--- config.mk ---
export PLATFORM = sky130hd
export DESIGN_NAME = imem_loader_flat
export DESIGN_NICKNAME = d
export VERILOG_FILES = /design/src/rtl/imem_pkg.sv /design/src/rtl/imem_loader_if.sv /design/src/rtl/imem_byte_ram.sv /design/src/rtl/imem_loader.sv /design/src/flat_wrapper.sv
export SDC_FILE = /design/constraint.sdc
export NUM_CORES = 1
export LEC_CHECK = 0
export ABC_AREA = 0
export BUFFER_PORTS_ARGS = -buffer_cell sky130_fd_sc_hd__buf_4
export CAP_MARGIN = 10
export CORE_MARGIN = 2
export CORE_UTILIZATION = 55
export CTS_BUF_LIST = sky130_fd_sc_hd__clkbuf_16
export DETAILED_ROUTE_END_ITERATION = 8
export PLACE_DENSITY_LB_ADDON = 0.12
export SYNTH_ARGS = -nofsm -noshare
export SYNTH_HDL_FRONTEND = slang
export SYNTH_SLANG_ARGS = --single-unit
export TNS_END_PERCENT = 100
--- constraint.sdc ---
create_clock -name clk -period 15.2 [get_ports clk]
set_input_delay 0.76 -clock clk [delete_from_list [all_inputs] [get_ports clk]]
set_output_delay 0.76 -clock clk [all_outputs]
set_load 0.03 [all_outputs]
--- src/rtl/imem_pkg.sv ---
// +----------------------------------------------------------------------+
// | imem_pkg : shared types and constants for the instruction loader.    |
// | Revision : 1.0                                                       |
// +----------------------------------------------------------------------+
`default_nettype none

package imem_pkg;
    typedef enum logic [1:0] {
        IDLE  = 2'd0,
        LOAD  = 2'd1,
        CHECK = 2'd2,
        DONE  = 2'd3
    } ld_state_t;

    localparam int WORD_BYTES = 4;

    typedef logic [31:0] word_t;
endpackage

`default_nettype wire

--- src/rtl/imem_loader_if.sv ---
// +----------------------------------------------------------------------+
// | imem_loader_if : byte stream (valid/ready) into the program loader.  |
// | Revision : 1.0                                                       |
// +----------------------------------------------------------------------+
`default_nettype none

interface imem_loader_if;
    logic       s_valid;
    logic [7:0] s_data;
    logic       s_ready;

    modport master (output s_valid, output s_data, input s_ready);
    modport slave  (input s_valid, input s_data, output s_ready);
endinterface

`default_nettype wire

--- src/rtl/imem_byte_ram.sv ---
// +----------------------------------------------------------------------+
// | imem_byte_ram : byte-wide program store, cleared on reset, with a    |
// | combinational little-endian word read port (out of range -> 0).      |
// | Revision : 1.0                                                       |
// +----------------------------------------------------------------------+
`default_nettype none

module imem_byte_ram
    import imem_pkg::*;
#(
    parameter int N_WORDS = 12,
    parameter int IW      = 30,
    parameter int BAW     = $clog2(N_WORDS * WORD_BYTES)
) (
    input  logic           clk,
    input  logic           rst,
    input  logic           we,
    input  logic [BAW-1:0] waddr,
    input  logic [7:0]     wdata,
    input  logic [IW-1:0]  ridx,
    output word_t          rdata
);
    localparam int            c_NB      = N_WORDS * WORD_BYTES;
    localparam logic [IW-1:0] c_N_WORDS = IW'(N_WORDS);

    logic [7:0] r_mem [c_NB];

    always_ff @(posedge clk or posedge rst) begin
        if (rst) begin
            for (int i = 0; i < c_NB; i++) begin
                r_mem[i] <= '0;
            end
        end else if (we) begin
            r_mem[waddr] <= wdata;
        end
    end

    // Reads see the stored value, so a same-cycle write shows up one cycle later.
    always_comb begin
        rdata = '0;
        if (ridx < c_N_WORDS) begin
            for (int b = 0; b < WORD_BYTES; b++) begin
                rdata[8*b +: 8] = r_mem[{ridx[BAW-3:0], 2'(b)}];
            end
        end
    end
endmodule

`default_nettype wire

--- src/rtl/imem_loader.sv ---
// +----------------------------------------------------------------------+
// | imem_loader : streams program bytes into instruction memory, holds   |
// | the core until loaded. Option: IMEM_LOADER_CHECKSUM_EN (XOR check).  |
// | Revision : 1.0                                                       |
// +----------------------------------------------------------------------+
`default_nettype none

module imem_loader
    import imem_pkg::*;
#(
    parameter int N_WORDS = 12,
    parameter int AW      = 32
) (
    input  logic                                clk,
    input  logic                                reset,
    input  logic                                start,
    imem_loader_if.slave                        s,
    input  logic [AW-1:0]                       fetch_addr,
    output word_t                               instr,
    output logic                                cpu_hold,
    output logic                                done,
    output logic [$clog2(4*N_WORDS+1)-1:0]      byte_cnt,
    output logic                                err
);
    localparam int              c_NB   = N_WORDS * WORD_BYTES;
    localparam int              c_CW   = $clog2(c_NB + 1);
    localparam int              c_BAW  = $clog2(c_NB);
    localparam logic [c_CW-1:0] c_LAST = c_CW'(c_NB - 1);
    localparam logic [c_CW-1:0] c_FULL = c_CW'(c_NB);

    ld_state_t       r_state, w_state_nxt;
    logic [c_CW-1:0] r_cnt,   w_cnt_nxt;
    logic            w_we;
    logic            w_ready;
    logic            w_unused_lsb;
`ifdef IMEM_LOADER_CHECKSUM_EN
    logic            r_err, w_err_nxt;
    logic [7:0]      r_xor, w_xor_nxt;
`endif

    always_comb begin
        w_state_nxt = r_state;
        w_cnt_nxt   = r_cnt;
        w_we        = 1'b0;
        w_ready     = 1'b0;
`ifdef IMEM_LOADER_CHECKSUM_EN
        w_err_nxt   = r_err;
        w_xor_nxt   = r_xor;
`endif
        case (r_state)
            IDLE, DONE: begin
                if (start) begin
                    w_state_nxt = LOAD;
                    w_cnt_nxt   = '0;
`ifdef IMEM_LOADER_CHECKSUM_EN
                    w_err_nxt   = 1'b0;
                    w_xor_nxt   = '0;
`endif
                end
            end
            LOAD: begin
                w_ready = 1'b1;
                if (s.s_valid) begin
                    w_we = 1'b1;
                    if (r_cnt != c_FULL) begin
                        w_cnt_nxt = r_cnt + c_CW'(1);
                    end
`ifdef IMEM_LOADER_CHECKSUM_EN
                    w_xor_nxt = r_xor ^ s.s_data;
                    if (r_cnt == c_LAST) w_state_nxt = CHECK;
`else
                    if (r_cnt == c_LAST) w_state_nxt = DONE;
`endif
                end
            end
`ifdef IMEM_LOADER_CHECKSUM_EN
            CHECK: begin
                w_ready = 1'b1;
                if (s.s_valid) begin
                    if (s.s_data == r_xor) begin
                        w_state_nxt = DONE;
                    end else begin
                        w_err_nxt   = 1'b1;
                        w_state_nxt = IDLE;
                    end
                end
            end
`endif
            default: w_state_nxt = IDLE;
        endcase
    end

    always_ff @(posedge clk or posedge reset) begin
        if (reset) begin
            r_state <= IDLE;
            r_cnt   <= '0;
`ifdef IMEM_LOADER_CHECKSUM_EN
            r_err   <= 1'b0;
            r_xor   <= '0;
`endif
        end else begin
            r_state <= w_state_nxt;
            r_cnt   <= w_cnt_nxt;
`ifdef IMEM_LOADER_CHECKSUM_EN
            r_err   <= w_err_nxt;
            r_xor   <= w_xor_nxt;
`endif
        end
    end

    assign s.s_ready = w_ready;
    assign byte_cnt  = r_cnt;
    assign done      = (r_state == DONE);
    assign cpu_hold  = (r_state != DONE);
`ifdef IMEM_LOADER_CHECKSUM_EN
    assign err       = r_err;
`else
    assign err       = 1'b0;
`endif

    // Byte offset within the fetched word has no meaning for a word fetch.
    assign w_unused_lsb = ^fetch_addr[1:0];

    imem_byte_ram #(
        .N_WORDS (N_WORDS),
        .IW      (AW - 2),
        .BAW     (c_BAW)
    ) u_ram (
        .clk   (clk),
        .rst   (reset),
        .we    (w_we),
        .waddr (r_cnt[c_BAW-1:0]),
        .wdata (s.s_data),
        .ridx  (fetch_addr[AW-1:2]),
        .rdata (instr)
    );
endmodule

`default_nettype wire

--- src/flat_wrapper.sv ---
// flat-port wrapper written by rule: the top's interface ports become plain ports
module imem_loader_flat import imem_pkg::*;
#(
    parameter int N_WORDS = 12,
    parameter int AW      = 32
)
  (clk, reset, start, fetch_addr, instr, cpu_hold, done, byte_cnt, err, s_s_valid, s_s_data, s_s_ready);
  imem_loader_if s_i ();
  input  logic clk;
  input  logic reset;
  input  logic start;
  input  logic [AW-1:0] fetch_addr;
  output word_t instr;
  output logic cpu_hold;
  output logic done;
  output logic [$clog2(4*N_WORDS+1)-1:0] byte_cnt;
  output logic err;
  input wire logic [$bits(s_i.s_valid)-1:0] s_s_valid;
  input wire logic [$bits(s_i.s_data)-1:0] s_s_data;
  output wire logic [$bits(s_i.s_ready)-1:0] s_s_ready;
  assign s_i.s_valid = s_s_valid;
  assign s_i.s_data = s_s_data;
  assign s_s_ready = s_i.s_ready;
  imem_loader #(.N_WORDS(N_WORDS), .AW(AW)) u_core (.clk(clk), .reset(reset), .start(start), .s(s_i), .fetch_addr(fetch_addr), .instr(instr), .cpu_hold(cpu_hold), .done(done), .byte_cnt(byte_cnt), .err(err));
endmodule
==> flow_summary.yaml <==
synth:
  synth_area_leaders: "dfrtp_1 52%, mux2_2 22%, mux4_2 12%, nor2b_1 2.2%, nor4_1 1.3%"
  synthArstFlopShare_pct: 100
  yosysWarnings: 0
  synth_enable_flop_cells: 0
  syn_nets: 1278
  yosysSeqAreaShare_pct: 52.3
  synth_top_area_share_pct: 52.3
  synth_seq_cells: 392
  netlist_area_um2: 18800
  yosysTopAreaCell: "dfrtp_1"
  ys.flop_type: "dfrtp_1"
  yosysUniqueCellTypes: 47
  post_synth.cell_area_avg_um2: 15.3
  synthCells: 1229
critical_path:
  path_buf_inv: 3
  r2r-start: "u_core.r_state[1]"
  worstPathRequired_ns: 14.44
  crit_family: "buffers and inverters"
  cpMaxStageDelayCell: "buf_4"
  cp_cell_sequence: "buf_6 > buf_4 > mux4_2 > nor2b_1 > a211oi_1 > nor4_1 > buf_4"
  arrival_ns: 3.81
  crit_start: "fetch_addr[3]"
  critPathMaxStageDelay_ns: 0.76
  worstSetupEndpointType: "primary output"
  r2r_setup_slack_ns: 12.45
  crit_type: "primary input to primary output"
  path_max_fanout: 57
  startpoint_type: "primary input"
  cp_common_cell: "buf_4"
cells_and_area:
  antenna_cells: 0
  layout.nets: 1318
  nFillCells: 2526
  drive_gt1_share_pct: 52.7
  post-route-util_pct: 62.4
  synthToLayoutAreaGrowth_pct: 11.5
floorplanning:
  row_count: 67
  ios: 86
  die-area_um2: 35600
  core_um2: 33500
  dieHeight_um: 189
  die_x_um: 189
  start_util_pct: 56.0
placed_design:
  gp_congestion: 0.733
  io_buffer_count: 82
  hpwl_um: 24800
timing:
  worst_pin_slew_ns: 1.04
  rsz0062_at_grt: "false"
  period_needed_ns: 4.57
  clock_skew_ns: 0.0119
  setup_viol: 0
  slew_headroom_pct: 30.7
  report.final.slew_viol_count: 0
  layout_worst_path_cycle_share_pct: 30.1
  tns_ns: 0
  hold_viol: 0
  timing.fmax_mhz: 219
drt:
  via_count: 10582
  drtAntennaViolNets: 0
  wl_per_cell_um: 23.7
  drt_iter0_drc: 579
  firstDrtPassIters: 5
  routed_wl_um: 41400
  drc: 0
  vias_per_cell: 6.06
hold_path:
  hold_path_class: "primary input to async pin"
pwr:
  p_comb_share_pct: 23.9
  ir_drop_v: 0.0000973
  switching_share_pct: 27.5
  p_leak_nw: 9.84
  p_int_mw: 2.45
  p_switching_uw: 930
  pwr-share-seq_pct: 46.8
  pwr_density_cell_nw_per_um2: 161
  clock_power_share_pct: 29.3
flow_run:
  maxCapViolCount: 0
global_routing:
  grt_overflow_total: 0
  grt_use_total_pct: 24.3
  grt_pass1_vias: 11387
  grt_pass1_wl_um: 66800
  grt_max_degree: 113
  antenna_found_initial: 0
clock_network:
  cts_made_buffers: 43
  ctsResizeCount: 0
  clock_tree.buffer_depth: 3
  clk_latency_ns: 0.53
  hold_buffers: 0
  cts_setup_buffers: 0
  clock-sinks: 392
  cts_tree: "yes"
  clkTransAtPathRegs_ns: 0.06
  cts_root_buffer: "clkbuf_16"
  htree_levels: 2
status:
  status: "finished, final reports clean"
-- per-stage QoR --
stage	cells	area [um2]	power (mW)	hold WS (ns)	setup slack, ns
2_1_floorplan	1229	18800	2.22	0.459	3.54
3_3_place_gp	1672	19600	2.36	0.475	10.59
3_5_place_dp	1672	19600	2.41	0.481	10.57
4_1_cts	1747	20900	3.41	0.392	10.58
5_1_grt	1747	20900	3.55	0.427	10.43
6_report	1747	20900	3.38	0.366	10.63
-- state kept, by name (all words and copies together), names as in the netlist --
register / cells
u_core.byte_cnt: 6
u_core.u_ram.r_mem: 384
u_core.r_state: 2
-- cell usage after synthesis, types with 2 or more instances --
| cell type | number |
|---|---|
| and3_1 | 3 |
| a21o_1 | 2 |
| nor2_8 | 11 |
| nand2_2 | 6 |
| nor2b_1 | 65 |
| mux2_4 | 8 |
| a22o_1 | 5 |
| buf_4 | 11 |
| mux2_2 | 375 |
| nand3_1 | 6 |
| o22ai_1 | 3 |
| clkbuf_1 | 60 |
| a21oi_1 | 2 |
| nand2_1 | 3 |
| mux4_2 | 96 |
| buf_2 | 23 |
| a211oi_1 | 32 |
| and3b_1 | 3 |
| nor4_1 | 39 |
| nand3_4 | 2 |
| nor3b_1 | 2 |
| mux2i_1 | 2 |
| nand2_4 | 10 |
| or3b_2 | 2 |
| ha_1 | 5 |
| and2b_1 | 2 |
| nand2b_1 | 4 |
| nor2_1 | 5 |
| inv_1 | 9 |
| dfrtp_1 | 392 |
| nand3b_2 | 2 |
| nor2_2 | 10 |
| nor2_4 | 15 |
-- cells in the final DEF, fill, tap and decap left out, drive strengths merged, types with 2 or more instances in the layout --
master  Yosys  final
nand2      19     19
mux4       96     96
buf        36     91
nor4       39     39
and2b       2      2
nor2b      65     65
and3b       3      3
mux2i       2      2
nor3b       2      2
ha          5      5
nand2b      4      4
nand3b      2      2
mux2      384    384
o22ai       3      3
and3        3      3
dfrtp     392    392
a22o        5      5
a21oi       2      2
a211oi     32     32
nor2       41     41
clkinv      0     18
or3b        2      2
a21o        2      2
nand3       8      8
inv         9     17
clkbuf     60     45
bufinv      0      3
-- final cells by class --
cell class              instances  area (um2)  share of cell area [%]
inverters                       9        41.3                   0.197
flip-flops and latches        392        9810                    46.9
well taps                     448         561                    2.68
multi-input cells             732        8490                    40.6
clock inverters                30         209                   0.999
clock buffers                  45        1130                    5.38
repair buffers                 91         687                    3.28
-- logic make-up (layout without fill, tap and decap cells) --
logic type / Yosys count / in the layout / synth area share, %
compound gates: 49 / 49 / 1.97
fa+ha+maj: 5 / 5 / 0.333
buf+inv: 105 / 175 / 2.51
flops: 392 / 392 / 52.3
mux: 482 / 482 / 34.8
other cells: 1 / 1 / 0.0200
simple gates: 195 / 195 / 8.10
-- routing by layer --
layer,vias to the layer above,track usage (%),wire [um]
met5,-,0,0
met4,0,6.04,790
met3,55,3.46,1700
met2,223,39.9,20100
met1,5664,34.5,18800
li1,4640,-,-
-- power groups by stage --
stage	logic [mW]	clock network, mW	registers (mW)
after floorplan	0.686	0	1.53
after global routing	0.871	1.05	1.63
after detailed placement	0.812	0	1.60
after global placement	0.788	0	1.58
after CTS	0.815	1.01	1.58
final	0.806	0.989	1.58
-- path summary, 6_finish.rpt --
path,endpoint,cells after the start
max in group asynchronous,u_core.u_ram.r_mem[205],4
setup / recovery,instr[6],7
hold reg to reg,u_core.u_ram.r_mem[317],1
setup reg to reg,u_core.u_ram.r_mem[351],6
min in group clk,u_core.u_ram.r_mem[317],1
hold / removal,u_core.u_ram.r_mem[275],2
Note: power is estimated with default switching activity, not from simulation.
